--- config.mk ---
export PLATFORM = sky130hd
export DESIGN_NAME = pwm_from_counter
export DESIGN_NICKNAME = d
export VERILOG_FILES = /design/src/rtl/pwm_from_counter_pkg.sv /design/src/rtl/pwm_from_counter_cnt_wrap_detect.sv /design/src/rtl/pwm_from_counter.sv
export SDC_FILE = /design/constraint.sdc
export NUM_CORES = 1
export LEC_CHECK = 0
export CORE_AREA = 5 5 49 51
export CTS_CLUSTER_DIAMETER = 50
export DETAILED_ROUTE_END_ITERATION = 16
export DIE_AREA = 0 0 54 56
export PLACE_DENSITY = 0.65
export SLEW_MARGIN = 20
export SYNTH_ARGS = -nofsm -noshare
export SYNTH_HDL_FRONTEND = slang
export SYNTH_SLANG_ARGS = --single-unit
--- constraint.sdc ---
create_clock -name clk -period 3.3 [get_ports clk]
set_input_delay 0.825 -clock clk [delete_from_list [all_inputs] [get_ports clk]]
set_output_delay 0.825 -clock clk [all_outputs]
set_load 0.01 [all_outputs]
--- src/rtl/pwm_from_counter_pkg.sv ---
`default_nettype none
// ============================================================================
//  Module      : pwm_from_counter_pkg
//  Description : Shared types and constants for the PWM-from-counter block
//                and its wrap detector: FSM state encoding, default count
//                width and the all-ones count helper.
//  Revision    : 1.0 - initial release
// ============================================================================
package pwm_from_counter_pkg;

    // Default width of the incoming count and of the duty value.
    localparam int DEFAULT_BITS = 4;

    // FSM state encoding. Explicit 2-bit constants keep the encoding stable
    // for downstream tools that inspect the raw state register.
    typedef logic [1:0] state_t;

    localparam state_t IDLE = 2'd0;
    localparam state_t ARM  = 2'd1;
    localparam state_t RUN  = 2'd2;

    // Largest value a BITS-wide counter reaches before wrapping to zero.
    function automatic int unsigned CNT_MAX(input int unsigned bits);
        return (32'd1 << bits) - 32'd1;
    endfunction

endpackage : pwm_from_counter_pkg
`default_nettype wire

--- src/rtl/pwm_from_counter_cnt_wrap_detect.sv ---
`default_nettype none
// ============================================================================
//  Module      : cnt_wrap_detect
//  Description : Detects the wrap of a free-running up counter, i.e. the
//                cycle in which the count reads zero and the previous count
//                was all-ones. A count forced to zero from any other value,
//                or a count held at zero, is not reported.
//
//  Ports       : clk      - system clock (same clock as the counter)
//                reset    - synchronous, active-high reset
//                cnt_in   - count value from the up counter
//                boundary - combinational wrap indication for this cycle
//
//  Revision    : 1.0 - initial release
// ============================================================================
module cnt_wrap_detect
    import pwm_from_counter_pkg::*;
#(
    parameter int BITS = DEFAULT_BITS
)
(
    input  logic            clk,
    input  logic            reset,
    input  logic [BITS-1:0] cnt_in,
    output logic            boundary
);

    localparam logic [BITS-1:0] C_CNT_MAX = BITS'(CNT_MAX(BITS));

    // Previous count sample, updated every cycle independent of any consumer
    // state so the wrap can be recognised even right after enabling.
    logic [BITS-1:0] r_prev_cnt;

    always_ff @(posedge clk) begin
        if (reset) begin
            r_prev_cnt <= '0;
        end else begin
            r_prev_cnt <= cnt_in;
        end
    end

    // Requiring the all-ones predecessor rejects mid-period counter resets
    // and a counter that is stalled at zero.
    assign boundary = (cnt_in == '0) && (r_prev_cnt == C_CNT_MAX);

endmodule : cnt_wrap_detect
`default_nettype wire

--- src/rtl/pwm_from_counter.sv ---
`default_nettype none
// ============================================================================
//  Module      : pwm_from_counter
//  Description : Produces a PWM waveform from the count of a free-running up
//                counter. A new duty value is accepted through a valid/ready
//                handshake into a shadow register and only put in force at a
//                counter wrap, so no PWM period is ever truncated.
//
//  Ports       : clk         - system clock (same clock as the up counter)
//                reset       - synchronous, active-high reset
//                cnt_in      - count value from the up counter
//                en          - enable; low returns the block to IDLE
//                duty_in     - requested duty in counts per period
//                duty_valid  - duty_in is valid this cycle
//                duty_ready  - shadow register free (transfer on valid&ready)
//                pwm_out     - registered PWM output
//                period_tick - one-cycle pulse on each wrap seen in ARM/RUN
//                duty_active - duty value in force for the current period
//
//  Revision    : 1.0 - initial release
// ============================================================================
module pwm_from_counter
    import pwm_from_counter_pkg::*;
#(
    parameter int BITS = DEFAULT_BITS
)
(
    input  logic            clk,
    input  logic            reset,
    input  logic [BITS-1:0] cnt_in,
    input  logic            en,
    input  logic [BITS-1:0] duty_in,
    input  logic            duty_valid,
    output logic            duty_ready,
    output logic            pwm_out,
    output logic            period_tick,
    output logic [BITS-1:0] duty_active
);

    // ------------------------------------------------------------------
    // Registered state
    // ------------------------------------------------------------------
    state_t          r_state;
    logic [BITS-1:0] r_shadow;
    logic            r_pending;
    logic [BITS-1:0] r_duty_active;
    logic            r_pwm;
    logic            r_period_tick;

    // ------------------------------------------------------------------
    // Combinational helpers
    // ------------------------------------------------------------------
    logic            w_boundary;
    logic            w_live;
    logic            w_accept;
    logic            w_apply;
    logic            w_run_cycle;
    logic [BITS-1:0] w_duty_eff;
    state_t          w_state_nxt;

    cnt_wrap_detect #(
        .BITS     (BITS)
    ) u_cnt_wrap_detect (
        .clk      (clk),
        .reset    (reset),
        .cnt_in   (cnt_in),
        .boundary (w_boundary)
    );

    // ARM and RUN are the states that observe period boundaries.
    assign w_live     = (r_state == ARM) || (r_state == RUN);

    // The shadow is free whenever no value is waiting to be applied; the
    // handshake is live in every state, including IDLE.
    assign duty_ready = !r_pending;
    assign w_accept   = duty_valid && !r_pending;

    // A waiting value is applied on a boundary. An accept in the same cycle
    // is impossible here (it needs pending low), so a value presented in the
    // boundary cycle lands in the shadow and is applied one period later.
    assign w_apply    = w_boundary && w_live && r_pending;

    // The compare for the first cycle of a new period must already use the
    // value being applied in that cycle.
    assign w_duty_eff = w_apply ? r_shadow : r_duty_active;

    // The output is driven in every RUN cycle and in the ARM->RUN wrap cycle;
    // a low enable at the edge forces the output low from that edge on.
    assign w_run_cycle = en && ((r_state == RUN) ||
                                ((r_state == ARM) && w_boundary));

    // ------------------------------------------------------------------
    // FSM next state
    // ------------------------------------------------------------------
    always_comb begin
        w_state_nxt = r_state;
        if (!en) begin
            w_state_nxt = IDLE;
        end else begin
            case (r_state)
                IDLE:    w_state_nxt = ARM;
                ARM:     w_state_nxt = w_boundary ? RUN : ARM;
                RUN:     w_state_nxt = RUN;
                default: w_state_nxt = IDLE;
            endcase
        end
    end

    // ------------------------------------------------------------------
    // Sequential logic
    // ------------------------------------------------------------------
    always_ff @(posedge clk) begin
        if (reset) begin
            r_state       <= IDLE;
            r_pwm         <= 1'b0;
            r_period_tick <= 1'b0;
            r_duty_active <= '0;
            r_shadow      <= '0;
            r_pending     <= 1'b0;
        end else begin
            r_state       <= w_state_nxt;
            r_period_tick <= w_boundary && w_live;
            // Unsigned BITS-wide compare: duty 0 never goes high and the
            // all-ones duty stays high for all but the last count.
            r_pwm         <= w_run_cycle && (cnt_in < w_duty_eff);

            if (w_apply) begin
                r_duty_active <= r_shadow;
                r_pending     <= 1'b0;
            end else if (w_accept) begin
                r_shadow      <= duty_in;
                r_pending     <= 1'b1;
            end
        end
    end

    assign pwm_out     = r_pwm;
    assign period_tick = r_period_tick;
    assign duty_active = r_duty_active;

endmodule : pwm_from_counter
`default_nettype wire

# Word level (Yosys, flattened, before mapping)

Index checks and enable logic that the tools add are counted.

Register bits: 17

$lt $le $gt $ge: 1
Eq/ne operators: 3
Muxes and demuxes: 3
Bitwise gates (word level): 2
Reduce and logical (&&, ||, !) cells: 15

Operators by type and width:

| kind                 | count |
|---|---|
| $logic_and A1 B1 Y1  | 7 |
| $pmux W2 S3          | 1 |
| $eq A4 B4 Y1 const B | 1 |
| $logic_not A4 Y1     | 1 |
| $lt A4 B4 Y1         | 1 |
| $mux W4              | 1 |
| $reduce_or A2 Y1     | 2 |
| $eq A2 B1 Y1 const B | 1 |
| $eq A2 B2 Y1 const B | 1 |
| $logic_not A2 Y1     | 1 |
| $logic_or A1 B1 Y1   | 2 |
| $mux W2              | 1 |
| $not A1 Y1           | 2 |
| $reduce_and A2 Y1    | 1 |
| $logic_not A1 Y1     | 1 |

# Depth between registers and ports, before layout

Gate-level depths: netlist of the first run.

Word-level depth: 7
Depth in mapped cells: 9
Mapped depth without buffers: 8

# Hierarchy

From an unflattened synthesis of the first run, not the netlist that was laid out.

Cell total of the unflattened synthesis: 70
Area, all modules: 715.7 µm²

By module, submodules not included:

| module           | instances | cells an instance | area an instance (µm²) | sequential area each (µm²) |
|---|---|---|---|---|
| pwm_from_counter | 1         | 59                | 583.1                  | 260.2 |
| cnt_wrap_detect  | 1         | 11                | 132.6                  | 80.1 |

# Least setup slack after synthesis of the first run

OpenSTA, ideal clock, no wires.

Path type: input to register
From: input cnt_in[1]
To: register r_pwm, in the netlist pwm_out
Library setup time: 0.096 ns
Data arrival time: 2.569 ns
Required time: 3.204 ns
Setup slack: 0.635 ns
Stages on the path: 8
Buffers on the path: 1
Cells stage by stage: nor4_2 > and4_1 > buf_6 > mux2i_1 > ha_1 > a211oi_1 > nand2_1 > o41ai_2

Longest elaborated chain between the ends: 7
Elaborated cells on any way between the ends: 10
Classes of those cells: 1 x order compare; 1 x mux; 8 x reduce/logical

RTL lines:

| item                              | RTL line                               | source |
|---|---|---|
| from (decl)                       | pwm_from_counter.sv:30                 | `input logic [BITS-1:0] cnt_in,` |
| $logic_not A4 Y1                  | pwm_from_counter_cnt_wrap_detect.sv:44 | `assign boundary = (cnt_in == '0) && (r_prev_cnt == C_CNT_MAX);` |
| $logic_and A1 B1 Y1               | pwm_from_counter_cnt_wrap_detect.sv:44 |  |
| $logic_and A1 B1 Y1 (2 in series) | pwm_from_counter.sv:81                 | `assign w_apply = w_boundary && w_live && r_pending;` |
| $mux W4                           | -                                      |  |
| $lt A4 B4 Y1                      | pwm_from_counter.sv:125                | `r_pwm <= w_run_cycle && (cnt_in < w_duty_eff);` |
| $logic_and A1 B1 Y1 *             | pwm_from_counter.sv:125                |  |
| to (signal assigned)              | pwm_from_counter.sv:125                |  |
| to (decl)                         | pwm_from_counter.sv:47                 | `logic r_pwm;` |

Every way passes the cells marked *; elsewhere a longest branch is shown, timed or not.
A chain may end at the register's enable or synchronous reset.

# Worst setup path after layout of the first run

Same ends and word-level chain as after synthesis.

==> metrics.csv, run 1 <==
stage;metric;value;unit
global_routing;grt_pass1_wl;2440;µm
setup_path;arrival;3180;ps
die;pin_count;19;
timing;period_needed;2990;ps
cts;worstSkewPairLatency;280;ps
layout;nFillCells;190;
cts;clock_sinks;17;
cts;clk_path_buf_depth;2;
cts;ctsHoldBuffers;0;
global_routing;grt_max_degree;16;
timing;rsz0062_at_grt;no;
detailed_routing;dr.pass1.iters;4;
logic_synthesis;synth_common_cells;17 x dfxtp_1, 10 x nor2_1, 8 x mux2i_1;
cts;post_cts_resized;0;
logic_synthesis;synth.avg_cell_area;10.5;µm²
power_and_ir_drop;leakagePower;0.000374;µW
power_and_ir_drop;powerDensity;376;nW/µm²
setup_path;cp-start-kind;input port;
timing;skew;3.89;ps
power_and_ir_drop;peakVddDrop;187;µV
logic_synthesis;synthTopCellsByArea;dfxtp_1 47%, ha_1 12%, mux2i_1 11%, nor2_1 5.2%, nor2b_1 4.3%;
setup_path;worstSetupPathType;input port to flip-flop;
global_routing;grt_overflow;0;
global_routing;grtUsageTotal;10.9;%
timing;fmax;334;MHz
setup_path;end_kind;flip-flop;
setup_path;cp.required;3490;ps
logic_synthesis;synth_area;724;µm²
die;fp.dieW;54;µm
logic_synthesis;ys_seq_area_share;47.0;%
detailed_routing;ant_nets;0;
detailed_routing;totalWireLength;1350;µm
layout;drive_above_1_share;10.0;%
timing;tightest_slew;433;ps
setup_path;cp_max_fo;3;
cts;htreeDepth;1;
job;drv_cap;0;
status;status;complete, no violations;
timing;fin_crit_sh;90.7;%
detailed_routing;drc;0;
logic_synthesis;synth_cell_types;19;
logic_synthesis;syn_inst;69;
cts;cts_setup_buffers;0;
layout;synthToLayoutAreaGrowth;32.8;%
place;io_buffers;18;
logic_synthesis;synth_top_area_share;47.0;%
logic_synthesis;synth_warnings;0;
cts;clkTransAtPathRegs;100;ps
min_path;holdCritPathClass;flip-flop to flip-flop;
timing;hold_viol_final;0;
logic_synthesis;ys_seq_elements;17;
logic_synthesis;synth_nets;88;
logic_synthesis;synthArstFlopShare;0;%
cts;cts_buffers;3;
layout;fin_area;962;µm²
logic_synthesis;synth_top_area_cell;dfxtp_1;
timing;final.setup.tns;0;ps
place;dp.cells;113;
timing;hold_ws;505;ps
layout;nets;110;
die;core_area;1900;µm²
place;placed_cell_area;935;µm²
detailed_routing;viasPerCell;4.50;
power_and_ir_drop;power;362;µW
place;dp_hpwl;1040;µm
global_routing;grt_pass1_vias;549;
die;dieArea;3020;µm²
cts;cts_tree;yes;
logic_synthesis;yosysMostFrequentCell;dfxtp_1;
cts;cts_root_buffer;clkbuf_4;
timing;slew_headroom;71.1;%
logic_synthesis;synthFlopType;dfxtp_1;
detailed_routing;drt_iter0_drc;2;
place;gp_congestion;0.694;
global_routing;grt_antenna_before_repair;0;
detailed_routing;post_drt_wl_per_cell;11.5;µm
timing;setup_viol;0;
logic_synthesis;synth_edf_count;0;
detailed_routing;vias;527;
die;start_util;38.1;%
die;rows;16;
layout;diodes;0;
layout;stdcell_count;117;
die;die_h;56;µm
timing;finalMaxSlewViolations;0;
==> critical path, cell delays in order <==
cell	delay (ps)
clkdlybuf4s50_1	470
nor4_2	370
and4_1	280
mux2i_1	260
ha_1	280
a211oi_1	310
nand2_1	110
o41ai_2	280
==> cell type report <==
cell class	instances	area, µm²	share of cell area (%)
timing repair buffer	20	195	20.3
sequential	17	340	35.4
inverter	3	11.3	1.17
multi-input combinational	46	354	36.8
clock inverter	1	5.00	0.520
tap	27	33.8	3.51
clock buffer	3	22.5	2.34
==> per-layer routing <==
layer  GRT usage, %  routed length, µm  share of wire [%]
met2           16.1                633                 47
met4           6.41                 22                1.6
met1           13.8                650                 48
met5              0                  0                  0
met3           2.95                 40                3.0
==> power breakdown <==
group,total [µW],internal (µW),switching (µW)
Sequential,216,212,3.50
Clock,108,45.0,62.5
Combinational,38.5,22.8,15.7
==> placed cells by master, fill, tap and decap left out <==
| master | count |
|---|---|
| a21oi_1 | 1 |
| clkinv_2 | 1 |
| nor3b_1 | 2 |
| clkbuf_4 | 3 |
| clkdlybuf4s50_1 | 18 |
| dfxtp_1 | 17 |
| and4_1 | 2 |
| ha_1 | 7 |
| nor3_1 | 2 |
| nor4_2 | 1 |
| inv_1 | 3 |
| nand2_1 | 3 |
| o41ai_2 | 1 |
| nor2_1 | 10 |
| o211ai_1 | 1 |
| nand2b_1 | 1 |
| a31o_2 | 1 |
| nor2b_1 | 5 |
| mux2i_1 | 8 |
| a211oi_1 | 1 |
| buf_4 | 2 |
==> sequential cells by signal, indices dropped and copies added (netlist names) <==
register / count
duty_active: 4
period_tick: 1
pwm_out: 1
r_pending: 1
r_shadow: 4
r_state: 2
u_cnt_wrap_detect.r_prev_cnt: 4
==> path summary, 6_finish.rpt <==
check              startpoint     endpoint  slack [ps]  cells past startpoint
hold reg to reg   r_shadow[2]  r_shadow[2]         510                      2
setup / recovery    cnt_in[1]      pwm_out         310                      8
setup reg to reg   r_state[0]      pwm_out        1020                      8
hold / removal    r_shadow[2]  r_shadow[2]         510                      2
==> cells by family (layout without fill, tap and decap cells) <==
logic type	Yosys count	in the layout	synth area share (%)
and+or+nand+nor	26	26	19.5
DFF	17	17	47.0
muxes	8	8	11.1
adders and majority gates	7	7	12.1
buffers and inverters	6	27	4.15
AOI/OAI and AO/OA	5	5	6.22
==> stage by stage <==
stage          worst slack, ps  util, %
5_1_grt                   77.5     50.6
4_1_cts                    297     50.6
3_3_place_gp               129     49.1
2_1_floorplan              635        -
6_report                   306     50.6
3_5_place_dp              22.5     49.1
No activity file was read; power rests on OpenSTA's default activity.
==> inputs of run 2 (changes only) <==
==> constraint.sdc (replaced) <==
create_clock -name clk -period 3.3 [get_ports clk]
set_input_delay 0.66 -clock clk [delete_from_list [all_inputs] [get_ports clk]]
set_output_delay 0.66 -clock clk [all_outputs]
set_load 0.01 [all_outputs]
==> run 2 against run 1 <==
Final cell count down 0.85%. Via count up 0.95%. Critical path depth unchanged. Power down 1.0%. Wire length down 3.3%. Sequential power about the same. Largest cell class unchanged. Highest routed layer unchanged.
==> metrics.csv, run 2 (synthesis results as in run 1) <==
stage;metric;value;unit;change
status;status;complete, no violations;;unchanged
detailed_routing;wl_met2;623;µm;was 633 µm
setup_path;r2r_cells;8;;unchanged
cts;cts_buffers;3;;unchanged
job;drv_cap;0;;unchanged
cts;post_cts_resized;0;;unchanged
global_routing;grtUsageTotal;9.87;%;was 10.9%
power_and_ir_drop;leakagePower;0.000366;µW;was 0.000374 µW
power_and_ir_drop;peakVddDrop;188;µV;was 187 µV
min_path;hold_start;r_shadow[0];;was r_shadow[2]
detailed_routing;highest_layer;met4;;unchanged
detailed_routing;viasPerCell;4.59;;was 4.50
die;core_area;1900;µm²;unchanged
detailed_routing;post_drt_wl_per_cell;11.2;µm;was 11.5 µm
detailed_routing;totalWireLength;1300;µm;was 1350 µm
detailed_routing;drt_iter0_drc;4;;was 2
cts;cts_setup_buffers;0;;unchanged
setup_path;r2r-end;pwm_out;;unchanged
detailed_routing;vias;532;;was 527
power_and_ir_drop;powerDensity;375;nW/µm²;was 376 nW/µm²
layout;drive_above_1_share;7.87;%;was 10.0%
detailed_routing;dr_wl_met3;23;µm;was 40 µm
global_routing;grt_pass1_vias;533;;was 549
layout;nets;109;;was 110
cts;clock_sinks;17;;unchanged
setup_path;arrival;3050;ps;was 3180 ps
detailed_routing;ant_nets;0;;unchanged
place;dp_hpwl;1030;µm;was 1040 µm
setup_path;r2r_slack;970;ps;was 1020 ps
power_and_ir_drop;power;358;µW;was 362 µW
setup_path;cp.required;3480;ps;was 3490 ps
setup_path;rr_startpoint;r_state[0];;unchanged
place;place_ws;132;ps;was 22.5 ps
die;rows;16;;unchanged
timing;fin_ws;430;ps;was 306 ps
setup_path;cpPeakStageDelay;460;ps;was 470 ps
place;io_buffers;18;;unchanged
die;dieArea;3020;µm²;unchanged
global_routing;grt_pass1_wl;2190;µm;was 2440 µm
timing;fmax;348;MHz;was 334 MHz
die;die_h;56;µm;unchanged
setup_path;cp-start-kind;input port;;unchanged
timing;hold_viol_final;0;;unchanged
timing;tightest_slew;505;ps;was 433 ps
layout;final_common_cell;clkdlybuf4s50_1;;unchanged
min_path;holdCritPathClass;flip-flop to flip-flop;;unchanged
setup_path;path_cells;clkdlybuf4s50_1 > nor4_2 > and4_1 > mux2i_1 > ha_1 > a211oi_1 > nand2_1 > o41ai_2;;unchanged
detailed_routing;dr.pass1.iters;2;;was 4
cts;ctsHoldBuffers;0;;unchanged
timing;final.setup.tns;0;ps;unchanged
layout;synthToLayoutAreaGrowth;31.6;%;was 32.8%
setup_path;cp_max_fo;3;;unchanged
timing;slew_headroom;66.2;%;was 71.1%
cts;clkTransAtPathRegs;90;ps;was 100 ps
setup_path;worstSetupPathType;input port to flip-flop;;unchanged
die;pin_count;19;;unchanged
min_path;min_to;r_shadow[0];;was r_shadow[2]
setup_path;crit_slowest_cell;clkdlybuf4s50_1;;unchanged
global_routing;grt_overflow;0;;unchanged
cts;worstSkewPairLatency;280;ps;about the same
cts;htreeDepth;1;;unchanged
global_routing;grt_max_degree;16;;unchanged
layout;most-common-layout-cells;18 x clkdlybuf4s50_1, 17 x dfxtp_1, 10 x nor2_1, 8 x mux2i_1, 7 x ha_1;;unchanged
timing;rsz0062_at_grt;no;;unchanged
min_path;hold_depth;2;;unchanged
layout;diodes;0;;unchanged
timing;finalMaxSlewViolations;0;;unchanged
timing;fin_crit_sh;87.0;%;was 90.7%
detailed_routing;drc;0;;unchanged
die;start_util;38.1;%;unchanged
cts;cts_root_buffer;clkbuf_4;;unchanged
place;gp_congestion;0.691;;was 0.694
setup_path;end_kind;flip-flop;;unchanged
cts;clk_path_buf_depth;2;;unchanged
cts;cts_tree;yes;;unchanged
timing;setup_viol;0;;unchanged
setup_path;critPathTopFamily;simple AND/OR/NAND/NOR gates;;unchanged
setup_path;critical_path.startpoint;cnt_in[1];;unchanged
timing;period_needed;2870;ps;was 2990 ps
global_routing;grt_antenna_before_repair;0;;unchanged
setup_path;critPathBufInv;1;;unchanged
detailed_routing;wl_met1;625;µm;was 650 µm
die;fp.dieW;54;µm;unchanged
timing;skew;6.61;ps;was 3.89 ps
run 2: changes by cell type in the layout (fill, tap and decap cells not counted), sizes merged:
cell	change
buf	-1
clkbuf	+1
clkinv	-1
run 2: worst register-to-register path, delay by kind of cell (launching register included):
| family | cells | cell delay, ps |
|---|---|---|
| mux | 1 | 260 |
| flops | 1 | 370 |
| simple gates | 2 | 330 |
| buf+inv | 1 | 80 |
| compound gates | 2 | 630 |
| fa+ha+maj | 2 | 570 |
run 2: cell type report:
class                           instances  area, µm²
Tap cell                               27       33.8
Clock buffer                            4       26.3
Inverter                                3       11.3
Multi-Input combinational cell         46        354
Fill cell                             181        948
Timing Repair Buffer                   19        188
Sequential cell                        17        340
run 2: per-layer routing:
layer	vias up	GRT usage (%)
met5	-	0
met4	0	8.54
met3	2	1.61
met2	8	14.2
met1	246	12.2
li1	276	-
run 2: worst max path at each step:
stage	to	cells after the start
floorplan	pwm_out	8
global placement	pwm_out	8
detailed placement	pwm_out	8
CTS	pwm_out	8
global route	pwm_out	8
finish	pwm_out	8
run 2: per-stage QoR:
step | utilization [%] | hold slack [ps] | std cells | area, µm²
after floorplan | - | 460 | 69 | 724
after global placement | 48.8 | 486 | 112 | 927
after detailed placement | 48.8 | 493 | 112 | 927
after CTS | 50.1 | 523 | 116 | 953
after global routing | 50.1 | 567 | 116 | 953
final | 50.1 | 510 | 116 | 953
run 2: report_power, final:
group,switching (µW),total [µW],internal [µW]
registers,3.53,216,212
clock network,58.3,105,46.9
logic,15.2,37.1,21.9
total,77.0,358,281
